**config.mk**
```make
export PLATFORM = sky130hd
export DESIGN_NAME = cache_bus_master_flat
export DESIGN_NICKNAME = d
export VERILOG_FILES = /design/src/rtl/cache_bus_if.sv /design/src/rtl/cache_bus_master.sv /design/src/flat_wrapper.sv
export SDC_FILE = /design/constraint.sdc
export NUM_CORES = 1
export LEC_CHECK = 0
export CORE_MARGIN = 2
export CORE_UTILIZATION = 30
export CTS_CLUSTER_DIAMETER = 200
export DETAILED_ROUTE_END_ITERATION = 16
export SYNTH_ARGS = -nofsm -noshare
export SYNTH_HDL_FRONTEND = slang
export SYNTH_SLANG_ARGS = --single-unit
```
**constraint.sdc**
```tcl
create_clock -name clk -period 4.3 [get_ports clk]
set_clock_uncertainty 0.15 [all_clocks]
set_input_delay 0.86 -clock clk [delete_from_list [all_inputs] [get_ports clk]]
set_output_delay 0.86 -clock clk [all_outputs]
set_load 0.02 [all_outputs]
```
**src/rtl/cache_bus_if.sv**
```systemverilog
// cache_bus_if: single-word strobe/acknowledge bus between the cache bus master and the data RAM slave.
interface cache_bus_if;
  logic cyc_o, stb_o, we_o, ack_i;
  logic [3:0] sel_o;
  logic [31:0] addr_o, data_o, data_i;
  modport master (output cyc_o, stb_o, we_o, sel_o, addr_o, data_o, input data_i, ack_i);
  modport slave (input cyc_o, stb_o, we_o, sel_o, addr_o, data_o, output data_i, ack_i);
endinterface

```
**src/rtl/cache_bus_master.sv**
```systemverilog
// cache_bus_master: turns cache line refill/writeback requests into single-word bus beats.
// Define BUS_TIMEOUT_EN to abort a beat that waits TIMEOUT cycles for ack (err_o pulses with done_o).
module cache_bus_master #(
  parameter int WORDS = 4,
  parameter int TIMEOUT = 16
) (
  input  logic clk,
  input  logic rst,
  input  logic req_i,
  input  logic req_we_i,
  input  logic [31:0] req_addr_i,
  output logic req_ready_o,
  output logic busy_o,
  output logic done_o,
  output logic err_o,
  output logic [$clog2(WORDS)-1:0] wb_idx_o,
  input  logic [31:0] wb_data_i,
  output logic fill_we_o,
  output logic [$clog2(WORDS)-1:0] fill_idx_o,
  output logic [31:0] fill_data_o,
  cache_bus_if.master bus
);
  localparam int IW = $clog2(WORDS);
  typedef enum logic [1:0] {IDLE, BEAT, GAP, DONE} state_t;
  state_t state, state_nxt;
  logic [31:0] base, wdata;
  logic we_q, last, timeout, err_q;
  logic [IW-1:0] idx;
  assign last = idx == IW'(WORDS - 1);
`ifdef BUS_TIMEOUT_EN
  localparam int TW = $clog2(TIMEOUT) + 1;
  logic [TW-1:0] tcnt;
  assign timeout = state == BEAT && !bus.ack_i && tcnt == TW'(TIMEOUT - 1);
  always_ff @(posedge clk or posedge rst)
    if (rst) begin
      tcnt <= '0;
      err_q <= 1'b0;
    end else begin
      tcnt <= (state != BEAT) ? '0 : bus.ack_i ? tcnt : tcnt + TW'(1);
      err_q <= timeout ? 1'b1 : (state == DONE) ? 1'b0 : err_q;
    end
`else
  assign timeout = 1'b0;
  assign err_q = 1'b0;
`endif
  always_ff @(posedge clk or posedge rst)
    if (rst) state <= IDLE;
    else state <= state_nxt;
  always_comb begin
    state_nxt = state;
    case (state)
      IDLE: state_nxt = req_i ? BEAT : IDLE;
      BEAT: state_nxt = timeout ? DONE : !bus.ack_i ? BEAT : last ? DONE : GAP;
      GAP: state_nxt = BEAT;
      default: state_nxt = IDLE;
    endcase
  end
  // idx returns to 0 in DONE so IDLE always presents word 0 to the cache for the next writeback
  always_ff @(posedge clk or posedge rst)
    if (rst) begin
      base <= '0;
      we_q <= 1'b0;
      idx <= '0;
      wdata <= '0;
      fill_we_o <= 1'b0;
      fill_idx_o <= '0;
      fill_data_o <= '0;
    end else begin
      fill_we_o <= state == BEAT && bus.ack_i && !we_q;
      if (state == BEAT && bus.ack_i && !we_q) begin
        fill_idx_o <= idx;
        fill_data_o <= bus.data_i;
      end
      if (state == IDLE && req_i) begin
        base <= req_addr_i & ~32'(WORDS * 4 - 1);
        we_q <= req_we_i;
      end
      if (state == BEAT && bus.ack_i && !last) idx <= idx + IW'(1);
      else if (state == DONE) idx <= '0;
      if (state_nxt == BEAT && state != BEAT) wdata <= wb_data_i;
    end
  always_comb begin
    req_ready_o = state == IDLE;
    busy_o = state != IDLE;
    done_o = state == DONE;
    err_o = done_o && err_q;
    wb_idx_o = idx;
    bus.cyc_o = state == BEAT || state == GAP;
    bus.stb_o = state == BEAT;
    bus.we_o = bus.cyc_o && we_q;
    bus.sel_o = bus.cyc_o ? 4'hF : 4'h0;
    bus.addr_o = base + 32'({idx, 2'b00});
    bus.data_o = wdata;
  end
endmodule

```
**src/flat_wrapper.sv**
```systemverilog
// flat-port wrapper written by rule: the top's interface ports become plain ports
module cache_bus_master_flat 
#(
  parameter int WORDS = 4,
  parameter int TIMEOUT = 16
)
  (clk, rst, req_i, req_we_i, req_addr_i, req_ready_o, busy_o, done_o, err_o, wb_idx_o, wb_data_i, fill_we_o, fill_idx_o, fill_data_o, bus_cyc_o, bus_stb_o, bus_we_o, bus_sel_o, bus_addr_o, bus_data_o, bus_data_i, bus_ack_i);
  cache_bus_if bus_i ();
  input  logic clk;
  input  logic rst;
  input  logic req_i;
  input  logic req_we_i;
  input  logic [31:0] req_addr_i;
  output logic req_ready_o;
  output logic busy_o;
  output logic done_o;
  output logic err_o;
  output logic [$clog2(WORDS)-1:0] wb_idx_o;
  input  logic [31:0] wb_data_i;
  output logic fill_we_o;
  output logic [$clog2(WORDS)-1:0] fill_idx_o;
  output logic [31:0] fill_data_o;
  output wire logic [$bits(bus_i.cyc_o)-1:0] bus_cyc_o;
  output wire logic [$bits(bus_i.stb_o)-1:0] bus_stb_o;
  output wire logic [$bits(bus_i.we_o)-1:0] bus_we_o;
  output wire logic [$bits(bus_i.sel_o)-1:0] bus_sel_o;
  output wire logic [$bits(bus_i.addr_o)-1:0] bus_addr_o;
  output wire logic [$bits(bus_i.data_o)-1:0] bus_data_o;
  input wire logic [$bits(bus_i.data_i)-1:0] bus_data_i;
  input wire logic [$bits(bus_i.ack_i)-1:0] bus_ack_i;
  assign bus_cyc_o = bus_i.cyc_o;
  assign bus_stb_o = bus_i.stb_o;
  assign bus_we_o = bus_i.we_o;
  assign bus_sel_o = bus_i.sel_o;
  assign bus_addr_o = bus_i.addr_o;
  assign bus_data_o = bus_i.data_o;
  assign bus_i.data_i = bus_data_i;
  assign bus_i.ack_i = bus_ack_i;
  cache_bus_master #(.WORDS(WORDS), .TIMEOUT(TIMEOUT)) u_core (.clk(clk), .rst(rst), .req_i(req_i), .req_we_i(req_we_i), .req_addr_i(req_addr_i), .req_ready_o(req_ready_o), .busy_o(busy_o), .done_o(done_o), .err_o(err_o), .wb_idx_o(wb_idx_o), .wb_data_i(wb_data_i), .fill_we_o(fill_we_o), .fill_idx_o(fill_idx_o), .fill_data_o(fill_data_o), .bus(bus_i));
endmodule
```
==> impl_metrics.toml, run 1 <==
[status]
outcome = "complete, no violations"

[flow_run]
drv_cap = 0

[timing]
slew_hr = 0.413
timing_max_transition_violations_final = 0
rsz0062_at_grt = "no"
fmaxAchievable_ghz = 0.338
setup_violations = 0
max_slew.worst_pin.slew_ns = 0.881
setup_slack_after_layout_ns = 1.34
final-hold-violation-count = 0
period_needed_ns = 2.96
finalCritPeriodShare = 0.688
setup-tns-final_ns = 0

[detailed_routing]
drc = 0
route.detailed.wl_per_inst_um = 15.2
detail_route.vias_per_cell = 4.30
num_vias = 2688
drtPass1Iterations = 4
ant_nets = 0
initialDrtViolationCount = 89
routed_wl_um = 9470

[clock_network]
cts_max_path_buffers = 2
ctsHoldBuffers = 0
post_cts_resize_count = 0
clock_tree_from_tritoncts = "yes"
clock_tree.root_cell = "sky130_fd_sc_hd__clkbuf_16"
clkLatencyLatePin_ns = 0.33
htreeDepth = 3
clock_sink_count = 100
cts.repair_timing.setup_buffer_count = 0
worst_setup_hold_path_clk_slew_ns = 0.06
tritoncts.num_buffers = 9

[power_and_ir_drop]
net-switching-power_uw = 1830
combinationalPowerShare = 0.520
vdd_drop_max_mv = 0.355
power.sequential.fraction = 0.308
p_leak_uw = 0.00283
clock_power_share = 0.172
switching_share = 0.339
power_density_nw_per_um2 = 828
internal_power_uw = 3580

[synth]
yosys.area.top_type = "sky130_fd_sc_hd__dfrtp_1"
synth-async-reset-ratio = 1.00
synthDistinctLibCells = 17
syn_area_um2 = 4000
syn-instance-count = 240
most_instantiated_library_cell_after_synthesis = "sky130_fd_sc_hd__dfrtp_1"
synth.avg_cell_area_um2 = 16.7
yosys_warnings = 0
synth_top_cells_by_count = "sky130_fd_sc_hd__dfrtp_1 (100), sky130_fd_sc_hd__mux2_2 (64), sky130_fd_sc_hd__mux2_4 (29), sky130_fd_sc_hd__buf_4 (13), sky130_fd_sc_hd__inv_1 (7)"
synth_seq_cells = 100
post-synth-top-area-fraction = 0.626
yosys_most_used_dff = "sky130_fd_sc_hd__dfrtp_1"
yosys-top-cells-area = "sky130_fd_sc_hd__dfrtp_1 (63%), sky130_fd_sc_hd__mux2_2 (18%), sky130_fd_sc_hd__mux2_4 (11%)"
number_of_enable_flip_flop_cells_after_synthesis = 0
synth.yosys.seq_area_share = 0.626

[critical_path]
critical_path.cell_chain = "inv_1, ha_1, and2_1, clkdlybuf4s50_1"
rr_worst_depth = 6
crit_reg_reg_startpoint = "u_core.state[1]"
critical_path_buf_inv_count = 2
reg2reg_setup_slack_ns = 1.83
cp_slowest_stage_delay_ns = 0.63
critical_path_required_ns = 3.29
worst_r2r_endpoint = "u_core.fill_idx_o[0]"
cp.arrival_ns = 1.95
cpMaxStageDelayCell = "sky130_fd_sc_hd__clkdlybuf4s50_1"
setup.worst_path.class = "reg2out"
critical-path-top-delay-family = "buffers and inverters"
path_max_fanout = 6
end_kind = "output pin"
start_kind = "flip-flop"

[worst_hold_path]
min_path_cells = 1
path_type_of_the_worst_min_delay_path = "reg2reg"
timing.hold.worst.start = "u_core.bus.data_o[24]"
min_delay_worst_endpoint = "u_core.bus.data_o[24]"

[floorplanning]
initial_core_util = 0.304
design.die.area_um2 = 14300
ioPinCount = 213
die_w_um = 119
die_height_um = 119
row_count = 42
placeableCoreArea_um2 = 13100

[global_routing]
antenna_found_initial = 0
grt_pass1_wl_um = 15400
via_count_of_the_first_global_routing_pass = 2905
gr_usage_total = 0.138
pin_count_of_the_biggest_net_entering_global_routing = 71
grt-ovfl-total = 0

[placement]
dp_worst_setup_slack_ns = 1.18
numPortBuffers = 205
detailed_place_hpwl_um = 6990
finalWeightedCongestion = 0.704

[finish]
n_antenna_cell = 0
layout-area-overhead-vs-synth_pct = 63.3
post_route_cells_drive_above_1_share = 0.258
final_net_count = 550
-- metal layers --
layer  vias to the layer above  routed length [µm]  global-route usage
li1                       1222                   -                   -
met1                      1353                3650               0.158
met2                       102                4930               0.238
met3                        11                 729              0.0493
met4                         0                 153              0.0500
met5                         -                   0                   0
-- cell families after synthesis --
| family | Yosys count | synth area share |
|---|---|---|
| mux | 95 | 0.295 |
| buf+inv | 26 | 0.0432 |
| simple gates | 8 | 0.0138 |
| flops | 100 | 0.626 |
| fa+ha+maj | 5 | 0.0156 |
| other cells | 1 | 0.000937 |
| compound gates | 5 | 0.00625 |
-- area by class of cell --
class,count,area (µm²)
clock buffer,12,256
clock inverter,4,95.1
fill,1192,6600
inverter,7,28.8
multi-input combinational,116,1340
sequential,100,2500
tap,176,220
timing repair buffer,210,2090
-- cell usage in the layout (no fill, tap or decap), drive strengths merged --
cell and instances:
a21oi 2, and2 2, buf 5, bufinv 3, clkbuf 12, clkdlybuf4s50 205, clkinv 1, conb 3
dfrtp 100, ha 5, inv 7, mux2 95, nand2 1, nand2b 1, nand3b 3, nor3 1
o21ai 3
-- sequential cells by signal, indices dropped and copies added, names as in the netlist --
register,cells
u_core.base,28
u_core.bus.data_o,32
u_core.fill_data_o,32
u_core.fill_idx_o,2
u_core.fill_we_o,1
u_core.state,2
u_core.wb_idx_o,2
u_core.we_q,1
-- power by group through the flow --
stage / clock [µW] / sequential [µW] / combinational, µW
floorplan: 0 / 2240 / 1010
global placement: 0 / 1660 / 2830
detailed placement: 0 / 1680 / 2860
CTS: 963 / 1680 / 2860
global route: 1010 / 1740 / 2980
finish: 930 / 1670 / 2810
-- stage by stage --
stage | power [µW] | hold WS (ns) | instance area, µm² | std cells | util
2_1_floorplan | 3250 | 0.335 | 4010 | 242 | -
3_3_place_gp | 4500 | 0.317 | 6180 | 609 | 0.471
3_5_place_dp | 4540 | 0.331 | 6180 | 609 | 0.471
4_1_cts | 5500 | 0.346 | 6530 | 625 | 0.497
5_1_grt | 5730 | 0.367 | 6530 | 625 | 0.497
6_report | 5410 | 0.338 | 6530 | 625 | 0.497
-- worst max-delay path by stage --
stage,from,endpoint,depth (start not counted),slack (ns)
floorplan,rst,u_core.base[10],1,0.67
global placement,bus_ack_i,u_core.fill_data_o[7],5,1.22
detailed placement,bus_ack_i,u_core.fill_data_o[2],5,1.18
CTS,u_core.state[0],bus_we_o,4,1.29
global route,u_core.state[1],bus_we_o,4,1.19
finish,u_core.state[0],bus_we_o,4,1.34
No activity file was read; power rests on OpenSTA's default activity.
==> inputs of run 2 (changes only) <==
- PLACE_DENSITY: unset -> 0.67
- clock period: 4.3 -> 2.4 ns (I/O delays scaled with it)
==> run 2 against run 1 <==
Compared with the run above:
- first-iteration DRC count increased by 110%
- sequential power increased by 80%
- final area increased by 0.77%
- combinational power up 78%
- largest power group unchanged
- highest routed layer unchanged
==> impl_metrics.toml, run 2 (synthesis results as in run 1) <==
[timing]
timing_max_transition_violations_final = 0
setup-tns-final_ns = 0
setup_violations = 0
finalCritPeriodShare = 0.952
slew_hr = 0.641
fmaxAchievable_ghz = 0.437
period_needed_ns = 2.29
max_slew.worst_pin.slew_ns = 0.538
final-hold-violation-count = 0
rsz0062_at_grt = "no"

[critical_path]
worstSetupStartpoint = "u_core.state[0]"
end_kind = "output pin"
reg2reg_setup_slack_ns = 0.48
cp.arrival_ns = 1.66
critical_path_required_ns = 1.77
crit_reg_reg_startpoint = "u_core.state[0]"
critical_path_buf_inv_count = 2
critical_path.cell_chain = "inv_1, ha_1, and2_1, dlygate4sd2_1"
cpMaxStageDelayCell = "sky130_fd_sc_hd__dfrtp_1"
critical-path-top-delay-family = "flip-flops"
setup.worst_path.class = "reg2out"
rr_worst_depth = 6
worst_r2r_endpoint = "u_core.bus.data_o[11]"
cp_slowest_stage_delay_ns = 0.38
number_of_cells_on_the_critical_path = 4
worst_setup_path_endpoint = "bus_we_o"
start_kind = "flip-flop"
path_max_fanout = 6

[power_and_ir_drop]
power_density_nw_per_um2 = 1480
p_leak_uw = 0.00289
vdd_drop_max_mv = 0.666

[finish]
post_route_cells_drive_above_1_share = 0.261
layout-area-overhead-vs-synth_pct = 64.6
final_design_area_no_fill_um2 = 6580
seq_area_um2 = 2500
fillCellCount = 1145
n_antenna_cell = 0
final_net_count = 550
most_frequent_standard_cell_in_the_layout_excluding_fill_and_tap_cells = "sky130_fd_sc_hd__clkdlybuf4s50_1"
multiInputGateArea_um2 = 1340
utilization = 0.501
layout.cells.most_common_list = "sky130_fd_sc_hd__clkdlybuf4s50_1 (195), sky130_fd_sc_hd__dfrtp_1 (100), sky130_fd_sc_hd__mux2_2 (64)"

[floorplanning]
ioPinCount = 213
initial_core_util = 0.304
design.die.area_um2 = 14300
placeableCoreArea_um2 = 13100
die_w_um = 119
row_count = 42
die_height_um = 119

[placement]
numPortBuffers = 205
detailed_place_hpwl_um = 6960
placement.cell_area_um2 = 6220
finalWeightedCongestion = 0.717

[flow_run]
drv_cap = 0

[global_routing]
pin_count_of_the_biggest_net_entering_global_routing = 101
via_count_of_the_first_global_routing_pass = 2905
grt-ovfl-total = 0
grt_pass1_wl_um = 15200
gr_usage_total = 0.140
antenna_found_initial = 0

[detailed_routing]
initialDrtViolationCount = 183
num_vias = 2658
drc = 0
detail_route.vias_per_cell = 4.25
route.detailed.wl_per_inst_um = 15.4
ant_nets = 0
drtPass1Iterations = 4
routed_wl_um = 9620

[clock_network]
tritoncts.num_buffers = 9
worst_setup_hold_path_clk_slew_ns = 0.07
clkLatencyLatePin_ns = 0.34
ctsHoldBuffers = 0
clock_tree.root_cell = "sky130_fd_sc_hd__clkbuf_16"
htreeDepth = 3
cts_max_path_buffers = 2
clock_sink_count = 100
clock_tree_from_tritoncts = "yes"

[worst_hold_path]
path_type_of_the_worst_min_delay_path = "reg2reg"

[status]
outcome = "complete, no violations"
## run 2: through the flow
step	setup slack [ns]	instances	hold WS [ns]	power (µW)
after floorplan	0.440	242	0.335	5830
after global placement	0.220	609	0.320	8070
after detailed placement	0.187	609	0.330	8170
after CTS	0.0103	625	0.345	9910
after global routing	0.0121	625	0.367	10300
final	0.114	625	0.342	9750
## run 2: layer usage
metal | GRT usage | part of all wire | vias to the layer above
li1 | - | - | 1226
met1 | 0.158 | 0.38 | 1316
met2 | 0.241 | 0.53 | 104
met3 | 0.0493 | 0.070 | 12
met4 | 0.0581 | 0.022 | 0
met5 | 0 | 0 | -
## run 2: final cells by class
| type | instances | share of cell area |
|---|---|---|
| sequential | 100 | 0.380 |
| inverter | 7 | 0.00456 |
| clock buffer | 9 | 0.0342 |
| multi-input combinational | 116 | 0.204 |
| timing repair buffer | 210 | 0.323 |
| clock inverter | 7 | 0.0211 |
| tap | 176 | 0.0334 |
## run 2: worst register-to-register path, stage by stage, from the launching register on
cell and delay [ns]:
sky130_fd_sc_hd__dfrtp_1 0.40, sky130_fd_sc_hd__inv_1 0.09, sky130_fd_sc_hd__ha_1 0.25, sky130_fd_sc_hd__a21oi_1 0.14, sky130_fd_sc_hd__nor3_4 0.16, sky130_fd_sc_hd__buf_12 0.24, sky130_fd_sc_hd__mux2_2 0.37
## run 2: worst min path at each step
stage / startpoint / to / slack, ns / cells past startpoint
after floorplan: u_core.we_q / u_core.we_q / 0.33 / 1
after detailed placement: u_core.bus.data_o[24] / u_core.bus.data_o[24] / 0.33 / 1
after global routing: u_core.bus.data_o[24] / u_core.bus.data_o[24] / 0.37 / 1
after global placement: u_core.bus.data_o[24] / u_core.bus.data_o[24] / 0.32 / 1
after CTS: u_core.bus.data_o[24] / u_core.bus.data_o[24] / 0.34 / 1
final: u_core.bus.data_o[24] / u_core.bus.data_o[24] / 0.34 / 1
## run 2: report_power, final
group / switching, µW / leakage, µW / internal [µW]
clock network: 621 / 0.000179 / 1120
registers: 448 / 0.00119 / 2550
logic: 2260 / 0.00153 / 2760
## run 2: repair_timing
item | CTS | global route
setup endpoints to repair | 7 | 3
setup buffers | 0 | 0
gates resized for setup | 7 | 3
pin swaps | 0 | 0
==> inputs of run 3 (changes only) <==
- SKIP_CTS_REPAIR_TIMING: unset -> 1
- SLEW_MARGIN: unset -> 20
==> run 3 against run 2 <==
Compared with the run above:
- sequential power barely moved
- first-iteration DRC count rose by 1.6%
- critical path type unchanged
- combinational power rose by 1%
==> impl_metrics.toml, run 3 (synthesis results as in run 1) <==
[worst_hold_path]
timing.hold.worst.start = "u_core.bus.data_o[24]"
min_delay_worst_endpoint = "u_core.bus.data_o[24]"
path_type_of_the_worst_min_delay_path = "reg2reg"
min_path_cells = 1

[finish]
utilization = 0.503
final_net_count = 550
n_antenna_cell = 0
most_frequent_standard_cell_in_the_layout_excluding_fill_and_tap_cells = "sky130_fd_sc_hd__clkdlybuf4s50_1"
layout.cells.most_common_list = "sky130_fd_sc_hd__clkdlybuf4s50_1 (197), sky130_fd_sc_hd__dfrtp_1 (100), sky130_fd_sc_hd__mux2_2 (64)"
final_design_area_no_fill_um2 = 6610
layout-area-overhead-vs-synth_pct = 65.2
post_route_cells_drive_above_1_share = 0.263

[clock_network]
htreeDepth = 3
clock_sink_count = 100
worst_setup_hold_path_clk_slew_ns = 0.07
tritoncts.num_buffers = 9
clkLatencyLatePin_ns = 0.34
clock_tree.root_cell = "sky130_fd_sc_hd__clkbuf_16"
cts_max_path_buffers = 2
clock_tree_from_tritoncts = "yes"

[flow_run]
drv_cap = 0

[floorplanning]
die_height_um = 119
die_w_um = 119
row_count = 42
ioPinCount = 213
initial_core_util = 0.304
placeableCoreArea_um2 = 13100
design.die.area_um2 = 14300

[timing]
finalCritPeriodShare = 0.959
period_needed_ns = 2.30
setup-tns-final_ns = 0
rsz0062_at_grt = "no"
final-hold-violation-count = 0
fmaxAchievable_ghz = 0.434
setup_violations = 0
max_slew.worst_pin.slew_ns = 0.539
slew_hr = 0.641
timing_max_transition_violations_final = 0

[global_routing]
via_count_of_the_first_global_routing_pass = 2905
antenna_found_initial = 0
gr_usage_total = 0.140
grt_pass1_wl_um = 15200
pin_count_of_the_biggest_net_entering_global_routing = 101
grt-ovfl-total = 0

[power_and_ir_drop]
vdd_drop_max_mv = 0.722
p_leak_uw = 0.00294
power_density_nw_per_um2 = 1480

[detailed_routing]
detail_route.vias_per_cell = 4.24
met2_wl_post_dr_um = 5070
detailroute.wirelength.met3_um = 687
drt-met1-wl_um = 3630
routed_wl_um = 9600
route.detailed.wl_per_inst_um = 15.4
num_vias = 2650
drtPass1Iterations = 4
drc = 0
maxUsedRoutingLayer = "met4"
initialDrtViolationCount = 186
ant_nets = 0

[critical_path]
crit_reg_reg_startpoint = "u_core.state[1]"
critical_path.cell_chain = "inv_1, ha_2, clkdlybuf4s50_1"
setup.worst_path.class = "reg2out"
critical_path_buf_inv_count = 2
path_max_fanout = 4
cpMaxStageDelayCell = "sky130_fd_sc_hd__clkdlybuf4s50_1"
critical-path-top-delay-family = "buffers and inverters"
worst_r2r_endpoint = "u_core.fill_data_o[28]"
cp.arrival_ns = 1.67
rr_worst_depth = 6
critical_path_required_ns = 1.77
end_kind = "output pin"
cp_slowest_stage_delay_ns = 0.61
reg2reg_setup_slack_ns = 0.51
start_kind = "flip-flop"

[placement]
numPortBuffers = 205
detailed_place_hpwl_um = 6960
placement.cell_area_um2 = 6220
finalWeightedCongestion = 0.717

[status]
outcome = "complete, no violations"
[run 3: cell count changes in the layout (fill, tap and decap cells not counted)]
cell	delta
sky130_fd_sc_hd__ha_1	-1
sky130_fd_sc_hd__dlymetal6s2s_1	+5
sky130_fd_sc_hd__ha_2	+1
sky130_fd_sc_hd__clkdlybuf4s50_1	+2
sky130_fd_sc_hd__dlygate4sd2_1	-7
[run 3: worst max-delay path by stage]
| stage | to | start | slack [ns] | cells past startpoint |
|---|---|---|---|---|
| floorplan | u_core.bus.data_o[19] | u_core.state[0] | 0.44 | 6 |
| global placement | bus_we_o | u_core.state[0] | 0.22 | 4 |
| detailed placement | bus_we_o | u_core.state[0] | 0.19 | 4 |
| CTS | bus_we_o | u_core.state[0] | -0.21 | 4 |
| global route | req_ready_o | u_core.state[0] | 0.005 | 3 |
| finish | req_ready_o | u_core.state[0] | 0.1 | 3 |
[run 3: area by class of cell]
cell class                      count  area (µm²)
Clock buffer                        9         225
Clock inverter                      7         139
Fill cell                        1135        6530
Inverter                            7        30.0
Multi-Input combinational cell    116        1340
Sequential cell                   100        2500
Tap cell                          176         220
Timing Repair Buffer              210        2150
[run 3: report_power, final]
group / switching [µW] / total [µW] / leakage [µW] / internal, µW
Combinational: 2260 / 5070 / 0.00157 / 2810
Sequential: 449 / 3000 / 0.00119 / 2550
Clock: 620 / 1740 / 0.000179 / 1120
Total: 3330 / 9810 / 0.00294 / 6480
[run 3: worst register-to-register path, delay by kind of cell, from the launching register on]
kind	cells	cell delay (ns)
flops	1	0.37
fa+ha+maj	1	0.25
buf+inv	2	0.33
simple gates	2	0.30
mux	1	0.39
[run 3: per-stage QoR]
step / setup WS [ns] / hold WS, ns / total power (µW) / std cells
final: 0.0976 / 0.342 / 9810 / 625
after global routing: 0.00493 / 0.367 / 10300 / 625
after CTS: -0.214 / 0.345 / 9980 / 625
after detailed placement: 0.187 / 0.330 / 8170 / 609
after global placement: 0.220 / 0.320 / 8070 / 609
after floorplan: 0.440 / 0.335 / 5830 / 242
[run 3: metal layers]
metal / vias up / track usage
li1: 1224 / -
met3: 12 / 0.0493
met2: 104 / 0.241
met5: - / 0
met1: 1310 / 0.158
met4: 0 / 0.0581
